===== src/rtl/jpl_foc_inv_clarke_if.sv =====
// Handshake and data bundle for the inverse Clarke stage: start/alpha/beta in,
// busy/done/phase voltages/saturation flag out.
interface jpl_foc_inv_clarke_if #(
  parameter int unsigned B = 12
);
  logic                start;
  logic signed [B-1:0] valpha;
  logic signed [B-1:0] vbeta;
  logic                busy;
  logic                done;
  logic signed [B-1:0] va;
  logic signed [B-1:0] vb;
  logic signed [B-1:0] vc;
  logic                sat;

  modport master (
    output start, valpha, vbeta,
    input  busy, done, va, vb, vc, sat
  );

  modport slave (
    input  start, valpha, vbeta,
    output busy, done, va, vb, vc, sat
  );
endinterface


===== src/rtl/jpl_foc_inv_clarke.sv =====
// Inverse Clarke transform (alpha,beta) -> (a,b,c) with a serial shift-add
// multiply by sqrt(3)/2 and saturated b/c outputs.
module jpl_foc_inv_clarke #(
  parameter int unsigned B         = 12,
  parameter int unsigned K_W       = 12,
  parameter int unsigned K_SQRT3_2 = 3547
) (
  input  logic                  i_clk,
  input  logic                  i_rst_n,
  jpl_foc_inv_clarke_if.slave   bus
);
  localparam int unsigned AW = B + K_W + 1;
  localparam int unsigned SW = B + 2;
  localparam int unsigned CW = (K_W > 1) ? $clog2(K_W) : 1;

  localparam logic [K_W-1:0]       KC       = K_W'(K_SQRT3_2);
  localparam logic [CW-1:0]        CNT_LAST = CW'(K_W - 1);
  localparam logic signed [AW-1:0] RND      = {{(AW-K_W){1'b0}}, 1'b1, {(K_W-1){1'b0}}};
  localparam logic signed [SW-1:0] MAXV     = {3'b000, {(B-1){1'b1}}};
  localparam logic signed [SW-1:0] MINV     = {3'b111, {(B-1){1'b0}}};

  typedef enum logic [1:0] {IDLE, MUL, SUM} state_t;

  state_t state, state_nx;
  logic   load, mul_step, sum_step;

  logic signed [B-1:0]  valpha_q, vbeta_q;
  logic signed [AW-1:0] acc;
  logic [CW-1:0]        cnt;

  logic signed [AW-1:0] vbeta_x, addend, prod_full;
  logic signed [SW-1:0] valpha_x, half, prod, vb_w, vc_w;
  logic signed [B-1:0]  vb_s, vc_s;
  logic                 vb_clip, vc_clip;

  always_ff @(posedge i_clk or negedge i_rst_n) begin
    if (!i_rst_n) state <= IDLE;
    else          state <= state_nx;
  end

  always_comb begin
    state_nx = state;
    case (state)
      IDLE:    if (bus.start) state_nx = MUL;
      MUL:     if (cnt == CNT_LAST) state_nx = SUM;
      SUM:     state_nx = IDLE;
      default: state_nx = IDLE;
    endcase
  end

  always_comb begin
    bus.busy = (state != IDLE);
    load     = (state == IDLE) && bus.start;
    mul_step = (state == MUL);
    sum_step = (state == SUM);
  end

  // Both extensions are built as signed vectors first so the arithmetic
  // shifts below replicate the sign bit instead of shifting in zeros.
  always_comb begin
    vbeta_x   = {{(AW-B){vbeta_q[B-1]}}, vbeta_q};
    addend    = vbeta_x <<< cnt;
    prod_full = (acc + RND) >>> K_W;
    prod      = prod_full[SW-1:0];
    valpha_x  = {{2{valpha_q[B-1]}}, valpha_q};
    half      = valpha_x >>> 1;
    vb_w      = prod - half;
    vc_w      = -half - prod;
    vb_clip   = (vb_w > MAXV) || (vb_w < MINV);
    vc_clip   = (vc_w > MAXV) || (vc_w < MINV);
    vb_s      = (vb_w > MAXV) ? MAXV[B-1:0] : (vb_w < MINV) ? MINV[B-1:0] : vb_w[B-1:0];
    vc_s      = (vc_w > MAXV) ? MAXV[B-1:0] : (vc_w < MINV) ? MINV[B-1:0] : vc_w[B-1:0];
  end

  always_ff @(posedge i_clk or negedge i_rst_n) begin
    if (!i_rst_n) begin
      valpha_q <= '0;
      vbeta_q  <= '0;
      acc      <= '0;
      cnt      <= '0;
      bus.done <= 1'b0;
      bus.va   <= '0;
      bus.vb   <= '0;
      bus.vc   <= '0;
      bus.sat  <= 1'b0;
    end else begin
      bus.done <= sum_step;
      if (load) begin
        valpha_q <= bus.valpha;
        vbeta_q  <= bus.vbeta;
        acc      <= '0;
        cnt      <= '0;
      end
      if (mul_step) begin
        if (KC[cnt]) acc <= acc + addend;
        cnt <= cnt + CW'(1);
      end
      if (sum_step) begin
        bus.va  <= valpha_q;
        bus.vb  <= vb_s;
        bus.vc  <= vc_s;
        bus.sat <= vb_clip || vc_clip;
      end
    end
  end
endmodule


===== src/flat_wrapper.sv =====
// flat-port wrapper written by rule: the top's interface ports become plain ports
module jpl_foc_inv_clarke_flat 
#(
  parameter int unsigned B         = 12,
  parameter int unsigned K_W       = 12,
  parameter int unsigned K_SQRT3_2 = 3547
)
  (i_clk, i_rst_n, bus_start, bus_valpha, bus_vbeta, bus_busy, bus_done, bus_va, bus_vb, bus_vc, bus_sat);
  jpl_foc_inv_clarke_if #(.B(B)) bus_i ();
  input  logic i_clk;
  input  logic i_rst_n;
  input wire logic [$bits(bus_i.start)-1:0] bus_start;
  input wire logic [$bits(bus_i.valpha)-1:0] bus_valpha;
  input wire logic [$bits(bus_i.vbeta)-1:0] bus_vbeta;
  output wire logic [$bits(bus_i.busy)-1:0] bus_busy;
  output wire logic [$bits(bus_i.done)-1:0] bus_done;
  output wire logic [$bits(bus_i.va)-1:0] bus_va;
  output wire logic [$bits(bus_i.vb)-1:0] bus_vb;
  output wire logic [$bits(bus_i.vc)-1:0] bus_vc;
  output wire logic [$bits(bus_i.sat)-1:0] bus_sat;
  assign bus_i.start = bus_start;
  assign bus_i.valpha = bus_valpha;
  assign bus_i.vbeta = bus_vbeta;
  assign bus_busy = bus_i.busy;
  assign bus_done = bus_i.done;
  assign bus_va = bus_i.va;
  assign bus_vb = bus_i.vb;
  assign bus_vc = bus_i.vc;
  assign bus_sat = bus_i.sat;
  jpl_foc_inv_clarke #(.B(B), .K_W(K_W), .K_SQRT3_2(K_SQRT3_2)) u_core (.i_clk(i_clk), .i_rst_n(i_rst_n), .bus(bus_i));
endmodule

===== config.mk =====
export PLATFORM = sky130hd
export DESIGN_NAME = jpl_foc_inv_clarke_flat
export DESIGN_NICKNAME = d
export VERILOG_FILES = /design/src/rtl/jpl_foc_inv_clarke_if.sv /design/src/rtl/jpl_foc_inv_clarke.sv /design/src/flat_wrapper.sv
export SDC_FILE = /design/constraint.sdc
export NUM_CORES = 1
export LEC_CHECK = 0
export CORE_UTILIZATION = 53
export DETAILED_ROUTE_END_ITERATION = 6
export HOLD_SLACK_MARGIN = 0.02
export PLACE_DENSITY = 0.8
export SYNTH_ARGS = -nofsm -noshare
export SYNTH_HDL_FRONTEND = slang
export SYNTH_SLANG_ARGS = --single-unit

===== constraint.sdc =====
create_clock -name i_clk -period 3.83 [get_ports i_clk]
set_input_delay 1.149 -clock i_clk [delete_from_list [all_inputs] [get_ports i_clk]]
set_output_delay 1.149 -clock i_clk [all_outputs]
set_load 0.1 [all_outputs]

Word-level counts from Yosys, hierarchy flattened
Memory sizes are Yosys's and may differ from the RTL's.
Cells that the tools add are included.
{ "totals": {"regBits": 93, "rom_bits": 16, "inputBits": 27, "out_inout_bits": 39, "wordCells": 49, "mem_count": 1} }
{ "memory_table": {"columns": ["name", "words", "width", "rd", "rd_clocked_by_memory_dff", "wr", "line", "rtl"], "rows": [
  ["(name not given)", 16, 1, 1, 0, 0, "jpl_foc_inv_clarke.sv:95", "if (KC[cnt]) acc <= acc + addend;"]
]} }
{ "classes": {"addsub": 6, "order_cmp": 5, "n_eq_ne": 5, "shift": 1, "mux": 13, "n_reduce_logical": 8} }
{ "op_table": {"columns": ["op", "count"], "rows": [
  ["$mux W25", 3],
  ["$mux W12", 4],
  ["$gt A14 B12 Y1 const B", 2],
  ["$lt A14 B12 Y1 const B", 2],
  ["$add A25 B13 Y25 const B", 1],
  ["$add A25 B25 Y25", 1],
  ["$sshl A12 B4 Y25", 1],
  ["$neg A11 Y14", 1],
  ["$sub A13 B11 Y14", 1],
  ["$sub A14 B13 Y14", 1],
  ["$mux W4", 2],
  ["$lt A4 B5 Y1 const B", 1],
  ["$add A4 B1 Y4 const B", 1],
  ["$eq A4 B4 Y1 const B", 1],
  ["$mux W2", 2],
  ["$ne A2 B2 Y1 const B", 2],
  ["$pmux W2 S2", 1],
  ["$reduce_bool A2 Y1", 2],
  ["$logic_or A1 B1 Y1", 3],
  ["$eq A2 B1 Y1 const B", 1],
  ["$eq A2 B2 Y1 const B", 1],
  ["$logic_not A2 Y1", 1],
  ["$reduce_and A2 Y1", 1],
  ["$logic_and A1 B1 Y1", 1],
  ["$mux W1", 1]
]} }

Logic depth before layout (Yosys ltp)
Gate-level depths: netlist (run 1).
{ "logic_depth": {"depth_word": 5, "mapped_depth": 18, "mapped_depth_nobuf": 17} }

Worst setup path after synthesis (run 1)
OpenSTA, ideal clock, no wires.
{ "synth_path": {"kind": "reg2reg", "startpoint": "register u_core.acc[11]", "endpoint": "register u_core.bus.vc[1]", "setup_ns": 0.083, "arrival_time_ns": 3.578, "t_required_ns": 3.747, "setup_slack_ns": 0.169, "path_stages_with_launch": 18, "n_path_buf": 1, "synth_period_minus_slack_ns": 3.661, "path_cell_list": "dfrtp_1 -> ha_1 -> nand2_1 -> or2_2 -> nor2_1 -> xor2_1 -> inv_1 -> ha_1 -> ha_1 -> or4_1 -> o221ai_1 -> o2111ai_1 -> a21oi_1 -> xnor2_1 -> o21a_1 -> clkbuf_1 -> o21ai_0 -> o21ai_0"} }
{ "synth_between": {"elab_chain_len": 5, "word_cells_on_any_way": 6, "classes_between": "add/sub: 2; order compare: 2; mux: 2"} }
{ "synth_lines": {"columns": ["element", "line", "rtl"], "rows": [
  ["from (decl)", "jpl_foc_inv_clarke.sv:28", "logic signed [AW-1:0] acc;"],
  ["from (signal assigned)", "jpl_foc_inv_clarke.sv:95", null],
  ["$add A25 B13 Y25 *", "jpl_foc_inv_clarke.sv:63", "prod_full = (acc + RND) >>> K_W;"],
  ["$sub A14 B13 Y14 *", "jpl_foc_inv_clarke.sv:68", "vc_w = -half - prod;"],
  ["$lt A14 B12 Y1", "jpl_foc_inv_clarke.sv:72", "vc_s = (vc_w > MAXV) ? MAXV[B-1:0] : (vc_w < MINV) ? MINV[B-1:0] : vc_w[B-1:0];"],
  ["$mux W12", "jpl_foc_inv_clarke.sv:72", null],
  ["$mux W12 *", "jpl_foc_inv_clarke.sv:72", null],
  ["to (signal assigned)", "jpl_foc_inv_clarke.sv:101", "bus.vc <= vc_s;"],
  ["to (decl)", "jpl_foc_inv_clarke_if.sv:23", "output busy, done, va, vb, vc, sat"]
]} }
Mark *: on every way between the ends. The rest lies on a longest branch, timed or not.
A chain may end at the register's enable or synchronous reset.

Final worst setup path (run 1)
{ "layout_path": {"startpoint": "register u_core.acc[12]", "endpoint": "register u_core.bus.sat"} }
{ "layout_between": {"elab_chain_len": 5, "word_cells_on_any_way": 10, "classes_between": "add/sub: 3; order compare: 4; reduce/logical: 3"} }
{ "layout_lines": {"columns": ["element", "line", "rtl"], "rows": [
  ["$add A25 B13 Y25 *", "jpl_foc_inv_clarke.sv:63", null],
  ["$sub A14 B13 Y14 or $sub A13 B11 Y14 (tied branches)", "jpl_foc_inv_clarke.sv:68, jpl_foc_inv_clarke.sv:67", null],
  ["$gt A14 B12 Y1, or another cell as far along", "jpl_foc_inv_clarke.sv:70", "vc_clip = (vc_w > MAXV) || (vc_w < MINV);"],
  ["$logic_or A1 B1 Y1 (on tied branches)", "jpl_foc_inv_clarke.sv:70, jpl_foc_inv_clarke.sv:69", null],
  ["$logic_or A1 B1 Y1 *", "jpl_foc_inv_clarke.sv:102", "bus.sat <= vb_clip || vc_clip;"],
  ["to (signal assigned)", "jpl_foc_inv_clarke.sv:102", null],
  ["to (decl)", "jpl_foc_inv_clarke_if.sv:23", null]
]} }
Marks and branches as above.

==> impl_metrics.tcl, run 1 <==
set metrics [dict create \
    setup_viol 0 \
    antenna_cells 0 \
    first_iter_violations 358 \
    ys.flop_type "dfrtp_1" \
    netlist_area_um2 6950 \
    ys_ff_latch 93 \
    cts-root-buf "clkbuf_16" \
    fin_crit_ns 3.76 \
    synth_edf_count 0 \
    drt_wl_total_um 16700 \
    ctsHoldBuffers 0 \
    yosysSeqAreaShare_pct 33.5 \
    tightest_slew_ns 0.901 \
    critPathKind "flip-flop to flip-flop" \
    clock_sinks 93 \
    hold_path_class "flip-flop to flip-flop" \
    synthMuxAreaShare_pct 7.29 \
    seq_area_um2 2330 \
    drv_cap 0 \
    pre_cts_ws_ns -0.000262 \
    maxSlewViolCount 0 \
    clk_path_buf_depth 2 \
    cts.htree.levels 3 \
    synth_compound_area_share_pct 19.9 \
    slew_headroom_pct 39.7 \
    num_rows 41 \
    fp.dieArea_um2 13600 \
    die_h_um 117 \
    synthAdderAreaFrac_pct 12.7 \
    grt_usage_pct 24.6 \
    cp.arrival_ns 3.99 \
    initial_core_util_pct 54.7 \
    clkLatencyLatePin_ns 0.35 \
    synthDistinctLibCells 52 \
    worstSetupEndpointType "flip-flop" \
    synth_top_family_by_area "compound AO/OA/AOI/OAI gates" \
    vias 6069 \
    portBuffers 65 \
    drive_gt1_share_pct 20.9 \
    fin_nets 1005 \
    reg2reg_depth 15 \
    rsz0062_at_grt "true" \
    synthArstFlopShare_pct 100 \
    chipWidth_um 117 \
    netlist_instances 812 \
    synth_area_per_cell_um2 8.56 \
    wl_per_cell_um 15.4 \
    first_global_vias 5734 \
    clk_pin_slew_ns 0.07 \
    hpwl_um 12100 \
    setup_tns_ns 0 \
    grt_overflow_total 0 \
    cts_made_buffers 9 \
    fmax_ghz 0.266 \
    grt_pass1_wl_um 26100 \
    drc 0 \
    required_ns 4.06 \
    dr.pass1.iters 5 \
    tritoncts "yes" \
    hold_viol 0 \
    antenna_found_initial 0 \
    hold_depth 2 \
    area_growth_pct 23.5 \
    synth_fp_nets 908 \
    crit_path_max_fanout 5 \
    place.gp.congestion 0.917 \
    setup_slack_ns 0.0711 \
    status "finished clean" \
    nFillCells 988 \
    pin_count 66 \
    skew_ns 0.00501 \
    via_per_inst 5.59 \
    ys_warn_count 0 \
    ant_nets 0 \
    finalCritPeriodShare_pct 98.1 \
    yosys.area_share.simple_pct 15.4 \
    start_kind "flip-flop" \
    coreArea_um2 12700 \
    grt_max_degree 69 \
    synth_xor_area_share_pct 6.30 \
    multi_input_area_um2 4490 \
]
-- path summary, 6_finish.rpt --
check                                         startpoint                       endpoint  slack [ns]
min reg2reg                u_core.bus.vb[11]$_DFFE_PN0P_  u_core.bus.vb[11]$_DFFE_PN0P_        0.47
min                        u_core.bus.vb[11]$_DFFE_PN0P_  u_core.bus.vb[11]$_DFFE_PN0P_        0.47
max                             u_core.acc[12]$_DFF_PN0_     u_core.bus.sat$_DFFE_PN0P_        0.07
max reg2reg                     u_core.acc[12]$_DFF_PN0_     u_core.bus.sat$_DFFE_PN0P_        0.07
min in group asynchronous                        i_rst_n   u_core.bus.vc[6]$_DFFE_PN0P_        0.83
max in group asynchronous                        i_rst_n  u_core.bus.va[10]$_DFFE_PN0P_        2.24
-- sequential cells by signal (all words and copies together), names as in the netlist, 2 cells and up --
name / flops
u_core.acc: 25
u_core.bus.va: 12
u_core.bus.vb: 12
u_core.bus.vc: 12
u_core.valpha_q: 12
u_core.vbeta_q: 12
u_core.cnt: 4
u_core.state: 2
-- cells in the final DEF, fill, tap and decap left out, types with 17 or more instances in the layout --
cell type,instances
a21o_1,18
a21oi_1,58
buf_4,92
clkdlybuf4s50_1,25
dfrtp_1,91
ha_1,64
inv_1,54
mux2_2,29
mux2i_1,18
nand2_1,75
nand2b_1,17
nand3_1,35
nor2_1,49
o21ai_0,76
xnor2_1,24
xor2_1,21
-- synthesized netlist by cell type (2+ instances only) --
library cell / count / area, um2
a211o_1: 3 / 26.3
a211oi_1: 6 / 45.0
a21boi_0: 3 / 22.5
a21o_1: 18 / 135
a21oi_1: 69 / 345
a31o_2: 2 / 17.5
a31oi_1: 7 / 43.8
and2_1: 3 / 18.8
and3_1: 4 / 25.0
buf_1: 3 / 11.3
clkbuf_1: 31 / 116
dfrtp_1: 93 / 2330
fa_1: 3 / 60.1
ha_1: 66 / 826
inv_1: 55 / 206
mux2_2: 29 / 327
mux2i_1: 18 / 180
nand2_1: 77 / 289
nand2b_1: 18 / 113
nand3_1: 36 / 180
nand4_1: 4 / 25.0
nor2_1: 50 / 188
nor2b_1: 8 / 50.1
nor3_1: 8 / 40.0
nor3b_1: 3 / 22.5
o211ai_1: 3 / 22.5
o21a_1: 7 / 52.6
o21ai_0: 79 / 395
o21ai_1: 8 / 40.0
o21bai_1: 8 / 60.1
o22ai_1: 4 / 25.0
o311a_1: 3 / 30.0
o31ai_1: 4 / 30.0
or2_2: 5 / 31.3
or3_1: 7 / 43.8
or4_1: 3 / 22.5
xnor2_1: 28 / 245
xor2_1: 22 / 193
-- metrics by stage --
stage	instance area, um2	utilization (%)	hold slack (ns)	std cells
4_1_cts	8300	65.2	0.468	1073
3_3_place_gp	7920	62.2	0.448	1056
3_5_place_dp	7920	62.2	0.460	1056
5_1_grt	8590	67.5	0.511	1086
6_report	8590	67.5	0.471	1086
2_1_floorplan	6950	-	0.433	812
-- cell families after synthesis --
group	count (synthesis)
AO/OA/AOI/OAI	234
AND/OR/NAND/NOR	229
flip-flops	93
buffers and inverters	90
adder cells (fa/ha/maj)	69
XOR/XNOR	50
multiplexers	47
-- layer usage --
metal	wire length, um	share of wire, %	track usage (%)	up-vias
met4	431	2.6	8.86	0
met3	657	3.9	4.36	31
met1	6880	41	28.4	2844
met5	0	0	0	-
li1	-	-	-	3041
met2	8720	52	45.4	153
-- final cells by class --
class	count	area share, %
flip-flops and latches	93	27.1
well taps	172	2.51
clock buffers	10	2.78
repair buffers	120	11.5
inverters	55	2.40
clock inverters	6	1.38
multi-input cells	630	52.3
-- worst max-delay path, cell delays in order, from the launching register on --
cell and delay [ns]:
dfrtp_1 0.44, ha_4 0.26, inv_2 0.05, ha_1 0.14, inv_1 0.07, fa_2 0.34
nor2b_1 0.15, o311a_1 0.33, o311a_1 0.32, o41a_1 0.40, buf_4 0.15, o21ai_0 0.17
o22ai_1 0.11, a21oi_2 0.26, nand2_2 0.12, o32a_1 0.33
-- repair_timing --
| item | CTS | global route |
|---|---|---|
| setup buffers | 1 | 12 |
| setup endpoints to repair | 9 | 33 |
| pin swaps | 0 | 17 |
| gates cloned | 0 | 1 |
| resized for setup | 3 | 46 |
Power of run 1 is left out: the tool's default activity adds up to more than one toggle a clock period on the data nets, which glitch-free logic cannot reach.
==> run 2, diff against run 1 <==
- ABC_AREA: default -> 1
- CORE_UTILIZATION: 53 -> 54
- SKIP_LAST_GASP: default -> 1
==> run 2 against run 1 <==
- die area up 10%
- via count up 26%
- utilization down 3.2 points
- non-clock buffer count down 32
- critical path depth up 8
- sequential cell count unchanged
- clock skew up 0.0077 ns
- synthesized area up 12%
- fmax up 5.3%
- first-iteration DRC count up 47%
- hold slack better by 0.010 ns
- critical endpoint is now u_core.bus.vc[6]$_DFFE_PN0P_
==> impl_metrics.tcl, run 2 <==
set metrics [dict create \
    final_common_cell "nand2_1" \
    placed_area_um2 8580 \
    portBuffers 65 \
    regMostFlops "u_core.acc" \
    antenna_cells 0 \
    cts_made_buffers 9 \
    synthTopCellsByArea "dfrtp_1 30%, nand2_1 21%, ha_1 11%" \
    skew_ns 0.0127 \
    critPathKind "flip-flop to flip-flop" \
    synth_compound_area_share_pct 11.5 \
    cp_top_family "simple AND/OR/NAND/NOR gates" \
    hold_path_class "flip-flop to flip-flop" \
    critPathCapture "u_core.bus.vc[6]$_DFFE_PN0P_" \
    setup_slack_ns 0.262 \
    chipWidth_um 122 \
    stdcell_area_um2 9000 \
    synth.largest_area_cell "dfrtp_1" \
    tightest_slew_ns 0.755 \
    yosys.area_share.simple_pct 33.1 \
    dp_cells 1415 \
    critical_path.cell_chain "ha_1, nand2_1, nor2_2, nand4_1, buf_4, nor2_2, nand4_1, xor2_2, inv_1, ha_1, inv_1, ha_2, nand2_1, nor2_1, nand3_1, nand3_2, nand2_1, nand2_1, nand2_1, nand2_1, inv_2, nor2_4, a21oi_1" \
    synth_edf_count 0 \
    ant_nets 0 \
    synthAdderAreaFrac_pct 11.3 \
    worstSetupEndpointType "flip-flop" \
    yosysSeqAreaShare_pct 29.8 \
    die_h_um 122 \
    slew_headroom_pct 49.6 \
    cts.htree.levels 3 \
    required_ns 4.06 \
    pin_count 66 \
    cp.depth 23 \
    clkLatencyLatePin_ns 0.36 \
    maxSlewViolCount 0 \
    synth_top_family_by_area "simple AND/OR/NAND/NOR gates" \
    hold_viol 0 \
    fin_crit_ns 3.57 \
    ctsHoldBuffers 0 \
    pre_cts_ws_ns 0.133 \
    drive_gt1_share_pct 9.29 \
    mostFrequentLayoutCells "428 x nand2_1, 144 x inv_1, 92 x dfrtp_1" \
    wl_per_cell_um 14.7 \
    clk_pin_slew_ns 0.08 \
    clk_path_buf_depth 2 \
    place.gp.congestion 1.04 \
    ys_ff_latch 93 \
    finalCritPeriodShare_pct 93.2 \
    yosysMostFrequentCell "nand2_1" \
    synth_xor_area_share_pct 4.37 \
    cts-root-buf "clkbuf_16" \
    via_per_inst 5.33 \
    dr.pass1.iters 6 \
    drt_wl_total_um 21100 \
    synthDistinctLibCells 42 \
    slowest_delay_ns 0.40 \
    grt_pass1_wl_um 35000 \
    first_iter_violations 527 \
    area_growth_pct 15.1 \
    finalNonFillerCells 1439 \
    critical_path_buf_inv_count 4 \
    cp.arrival_ns 3.80 \
    nFillCells 1335 \
    vias 7675 \
    num_rows 43 \
    startpoint "u_core.acc[11]$_DFF_PN0_" \
    synth_top_area_share_pct 29.8 \
    clock_sinks 93 \
    synth_common_cells "429 x nand2_1, 145 x inv_1, 93 x dfrtp_1" \
    netlist_instances 1184 \
    reg2reg_from "u_core.acc[11]$_DFF_PN0_" \
    hpwl_um 16700 \
    start_kind "flip-flop" \
    rrSetupSlack_ns 0.26 \
    crit_path_top_delay_cell "dfrtp_2" \
    fp.dieArea_um2 15000 \
    synth_fp_nets 1280 \
    antenna_found_initial 0 \
    largest_reg_flops 25 \
    grt_overflow_total 0 \
    coreArea_um2 14000 \
    crit_path_max_fanout 6 \
    fmax_ghz 0.280 \
    grt_max_degree 59 \
    reg2reg_depth 23 \
    first_global_vias 7311 \
    synth_area_per_cell_um2 6.60 \
    ys_warn_count 0 \
    netlist_area_um2 7820 \
    setup_viol 0 \
    grt_usage_pct 30.1 \
    timing.rr.end "u_core.bus.vc[6]$_DFFE_PN0P_" \
    synthArstFlopShare_pct 100 \
    drv_cap 0 \
    ys.flop_type "dfrtp_1" \
    status "finished clean" \
    initial_core_util_pct 55.9 \
    fin_nets 1350 \
    tritoncts "yes" \
    drc 0 \
    synthMuxAreaShare_pct 0.640 \
    crit_path_frequent_cell "nand2_1" \
]
## run 2: changes by cell type after synthesis, moves of 14 or more
cell | previous run | this run
nand2_1 | 77 | 429
inv_1 | 55 | 145
nand3_1 | 36 | 72
mux2_2 | 29 | 0
nor2_1 | 50 | 75
nand2b_1 | 18 | 0
nand4_1 | 4 | 22
a21o_1 | 18 | 1
a21oi_1 | 69 | 53
clkbuf_1 | 31 | 17
xnor2_1 | 28 | 14
## run 2: logic make-up after synthesis
group	after synthesis
compound gates	171
xor+xnor	39
fa+ha+maj	69
buf+inv	183
flops	93
mux	5
simple gates	624
## run 2: worst min path at each step
stage,from,to,slack [ns],depth (start not counted)
finish,u_core.bus.vb[4]$_DFFE_PN0P_,u_core.bus.vb[4]$_DFFE_PN0P_,0.48,2
global route,u_core.bus.vb[1]$_DFFE_PN0P_,u_core.bus.vb[1]$_DFFE_PN0P_,0.51,2
CTS,u_core.bus.vb[4]$_DFFE_PN0P_,u_core.bus.vb[4]$_DFFE_PN0P_,0.48,2
detailed placement,u_core.bus.vb[4]$_DFFE_PN0P_,u_core.bus.vb[4]$_DFFE_PN0P_,0.47,2
global placement,u_core.bus.vb[8]$_DFFE_PN0P_,u_core.bus.vb[8]$_DFFE_PN0P_,0.46,2
floorplan,u_core.vbeta_q[0]$_DFFE_PN0P_,u_core.vbeta_q[0]$_DFFE_PN0P_,0.47,2
## run 2: stage by stage
stage,hold slack [ns],TNS (ns),util (%)
4_1_cts,0.485,0,63.5
5_1_grt,0.510,-0.136,64.3
3_3_place_gp,0.465,0,61.3
6_report,0.481,0,64.3
2_1_floorplan,0.471,0,-
3_5_place_dp,0.466,0,61.3
## run 2: timing repair
action | CTS | global route
setup buffers | 0 | 7
setup endpoints to repair | 0 | 12
gates resized for setup | 0 | 14
## run 2: cell type report
type,instances,area [um2],area share (%)
Multi-Input combinational cell,909,4830,53.7
Inverter,153,574,6.38
Clock inverter,6,63.8,0.709
Clock buffer,10,239,2.66
Tap cell,180,225,2.50
Sequential cell,93,2330,25.9
Timing Repair Buffer,88,736,8.18
## run 2: worst min-delay path, cell delays in order (launching register included)
cell     delay [ns]
dfrtp_1        0.35
nand2_1        0.05
nand2_1        0.05
## run 2: layer usage
layer | GRT usage [%] | part of all wire (%)
met1 | 36.2 | 43
met2 | 53.9 | 50
met3 | 3.21 | 3.8
met4 | 12.9 | 3.3
met5 | 0 | 0
Power of run 2 is left out for the same reason.
==> run 3, diff against run 2 <==
- REMOVE_ABC_BUFFERS: default -> 1
- SKIP_CTS_REPAIR_TIMING: default -> 1
==> run 3 against run 2 <==
- the flow now finishes with violations (design-rule violations)
- via count fell by 0.16%
- clock skew down 0.0070 ns
- critical path depth decreased by 2
- fmax rose by 1.4%
==> impl_metrics.tcl, run 3 (synthesis results as in run 2) <==
set metrics [dict create \
    status "finished with violations" \
    violations "design-rule violations" \
    fin_crit_ns 3.52 \
    skew_ns 0.00569 \
    drc 2 \
    portBuffers 65 \
    startpoint "u_core.acc[11]$_DFF_PN0_" \
    clkLatencyLatePin_ns 0.36 \
    final_common_cell "nand2_1" \
    coreArea_um2 14000 \
    setup_tns_ns 0 \
    vias 7663 \
    finalCritPeriodShare_pct 91.9 \
    grt_max_degree 94 \
    hpwl_um 16100 \
    initial_core_util_pct 55.9 \
    timing.rr.end "u_core.bus.vc[0]$_DFFE_PN0P_" \
    clk_path_buf_depth 2 \
    grt_usage_pct 29.3 \
    wl_per_cell_um 14.3 \
    tritoncts "yes" \
    first_global_vias 7167 \
    dp_cells 1414 \
    drv_cap 0 \
    fmax_ghz 0.284 \
    cts.htree.levels 3 \
    fp.dieArea_um2 15000 \
    hold_path_class "flip-flop to flip-flop" \
    grt_pass1_wl_um 34100 \
    crit_path_max_fanout 5 \
    num_rows 43 \
    maxSlewViolCount 0 \
    start_kind "flip-flop" \
    antenna_found_initial 0 \
    first_iter_violations 526 \
    chipWidth_um 122 \
    placed_area_um2 8570 \
    stdcell_area_um2 8970 \
    reg2reg_depth 21 \
    tightest_slew_ns 1.06 \
    dr.pass1.iters 7 \
    finalNonFillerCells 1433 \
    mostFrequentLayoutCells "428 x nand2_1, 144 x inv_1, 92 x dfrtp_1" \
    cts-root-buf "clkbuf_16" \
    hold_viol 0 \
    rrSetupSlack_ns 0.31 \
    clk_pin_slew_ns 0.07 \
    pin_count 66 \
    die_h_um 122 \
    required_ns 4.08 \
    largest_reg_flops 25 \
    clock_sinks 93 \
    setup_viol 0 \
    place.gp.congestion 0.955 \
    regMostFlops "u_core.acc" \
    critPathCapture "u_core.bus.vc[0]$_DFFE_PN0P_" \
    reg2reg_from "u_core.acc[11]$_DFF_PN0_" \
    worstSetupEndpointType "flip-flop" \
    slew_headroom_pct 29.2 \
    area_growth_pct 14.8 \
    via_per_inst 5.35 \
    cp.arrival_ns 3.77 \
    drive_gt1_share_pct 8.70 \
    cts_made_buffers 9 \
    antenna_cells 0 \
    ant_nets 0 \
    grt_overflow_total 0 \
    fin_nets 1344 \
    critPathKind "flip-flop to flip-flop" \
    drt_wl_total_um 20500 \
]
-- run 3: cell types whose count changed in the layout (fill, tap and decap cells not counted), sizes merged --
cell / before / now
clkinv: 2 / 4
clkdlybuf4s50: 25 / 26
bufinv: 0 / 1
buf: 63 / 56
inv: 156 / 154
clkbuf: 10 / 9
-- run 3: per-stage QoR --
| step | setup slack [ns] | utilization (%) | hold WS [ns] |
|---|---|---|---|
| 2_1_floorplan | 0.560 | - | 0.471 |
| 3_3_place_gp | 0.209 | 61.3 | 0.463 |
| 3_5_place_dp | 0.0392 | 61.3 | 0.467 |
| 4_1_cts | 0.0348 | 63.6 | 0.486 |
| 5_1_grt | -0.0723 | 64.2 | 0.505 |
| 6_report | 0.311 | 64.2 | 0.478 |
-- run 3: area by class of cell --
class / count / area (um2)
Sequential cell: 93 / 2330
Multi-Input combinational cell: 909 / 4830
Timing Repair Buffer: 82 / 693
Clock buffer: 9 / 225
Fill cell: 1325 / 5010
Inverter: 153 / 574
Tap cell: 180 / 225
Clock inverter: 7 / 93.8
-- run 3: worst max-delay path: stages, from the launching register on --
cell     delay, ns
dfrtp_1       0.42
ha_2          0.21
nand2_1       0.09
nor2_4        0.12
nand4_1       0.18
nor4_2        0.32
xor2_1        0.24
inv_1         0.11
ha_4          0.30
inv_1         0.07
ha_4          0.28
nand2_1       0.09
nor2_2        0.13
nand3_1       0.12
nand3_1       0.13
nand2_1       0.06
nand2_1       0.06
nand2_1       0.05
nand2_1       0.10
inv_2         0.08
nor2_2        0.18
a21oi_1       0.09
-- run 3: worst min path at each step --
stage	start	end	slack, ns	cells past startpoint
3_5_place_dp	u_core.bus.vb[0]$_DFFE_PN0P_	u_core.bus.vb[0]$_DFFE_PN0P_	0.47	2
2_1_floorplan	u_core.vbeta_q[0]$_DFFE_PN0P_	u_core.vbeta_q[0]$_DFFE_PN0P_	0.47	2
3_3_place_gp	u_core.bus.vb[6]$_DFFE_PN0P_	u_core.bus.vb[6]$_DFFE_PN0P_	0.46	2
5_1_grt	u_core.bus.vb[5]$_DFFE_PN0P_	u_core.bus.vb[5]$_DFFE_PN0P_	0.50	2
6_report	u_core.bus.vb[4]$_DFFE_PN0P_	u_core.bus.vb[4]$_DFFE_PN0P_	0.48	2
4_1_cts	u_core.bus.vb[5]$_DFFE_PN0P_	u_core.bus.vb[5]$_DFFE_PN0P_	0.49	2
-- run 3: routing by layer --
layer	vias to the layer above	part of all wire (%)	global-route usage, %
met2	194	50	51.4
met3	54	3.5	3.25
met5	-	0	0
li1	3921	-	-
met1	3494	43	35.6
met4	0	4.0	14.4
Power of run 3 is left out for the same reason.
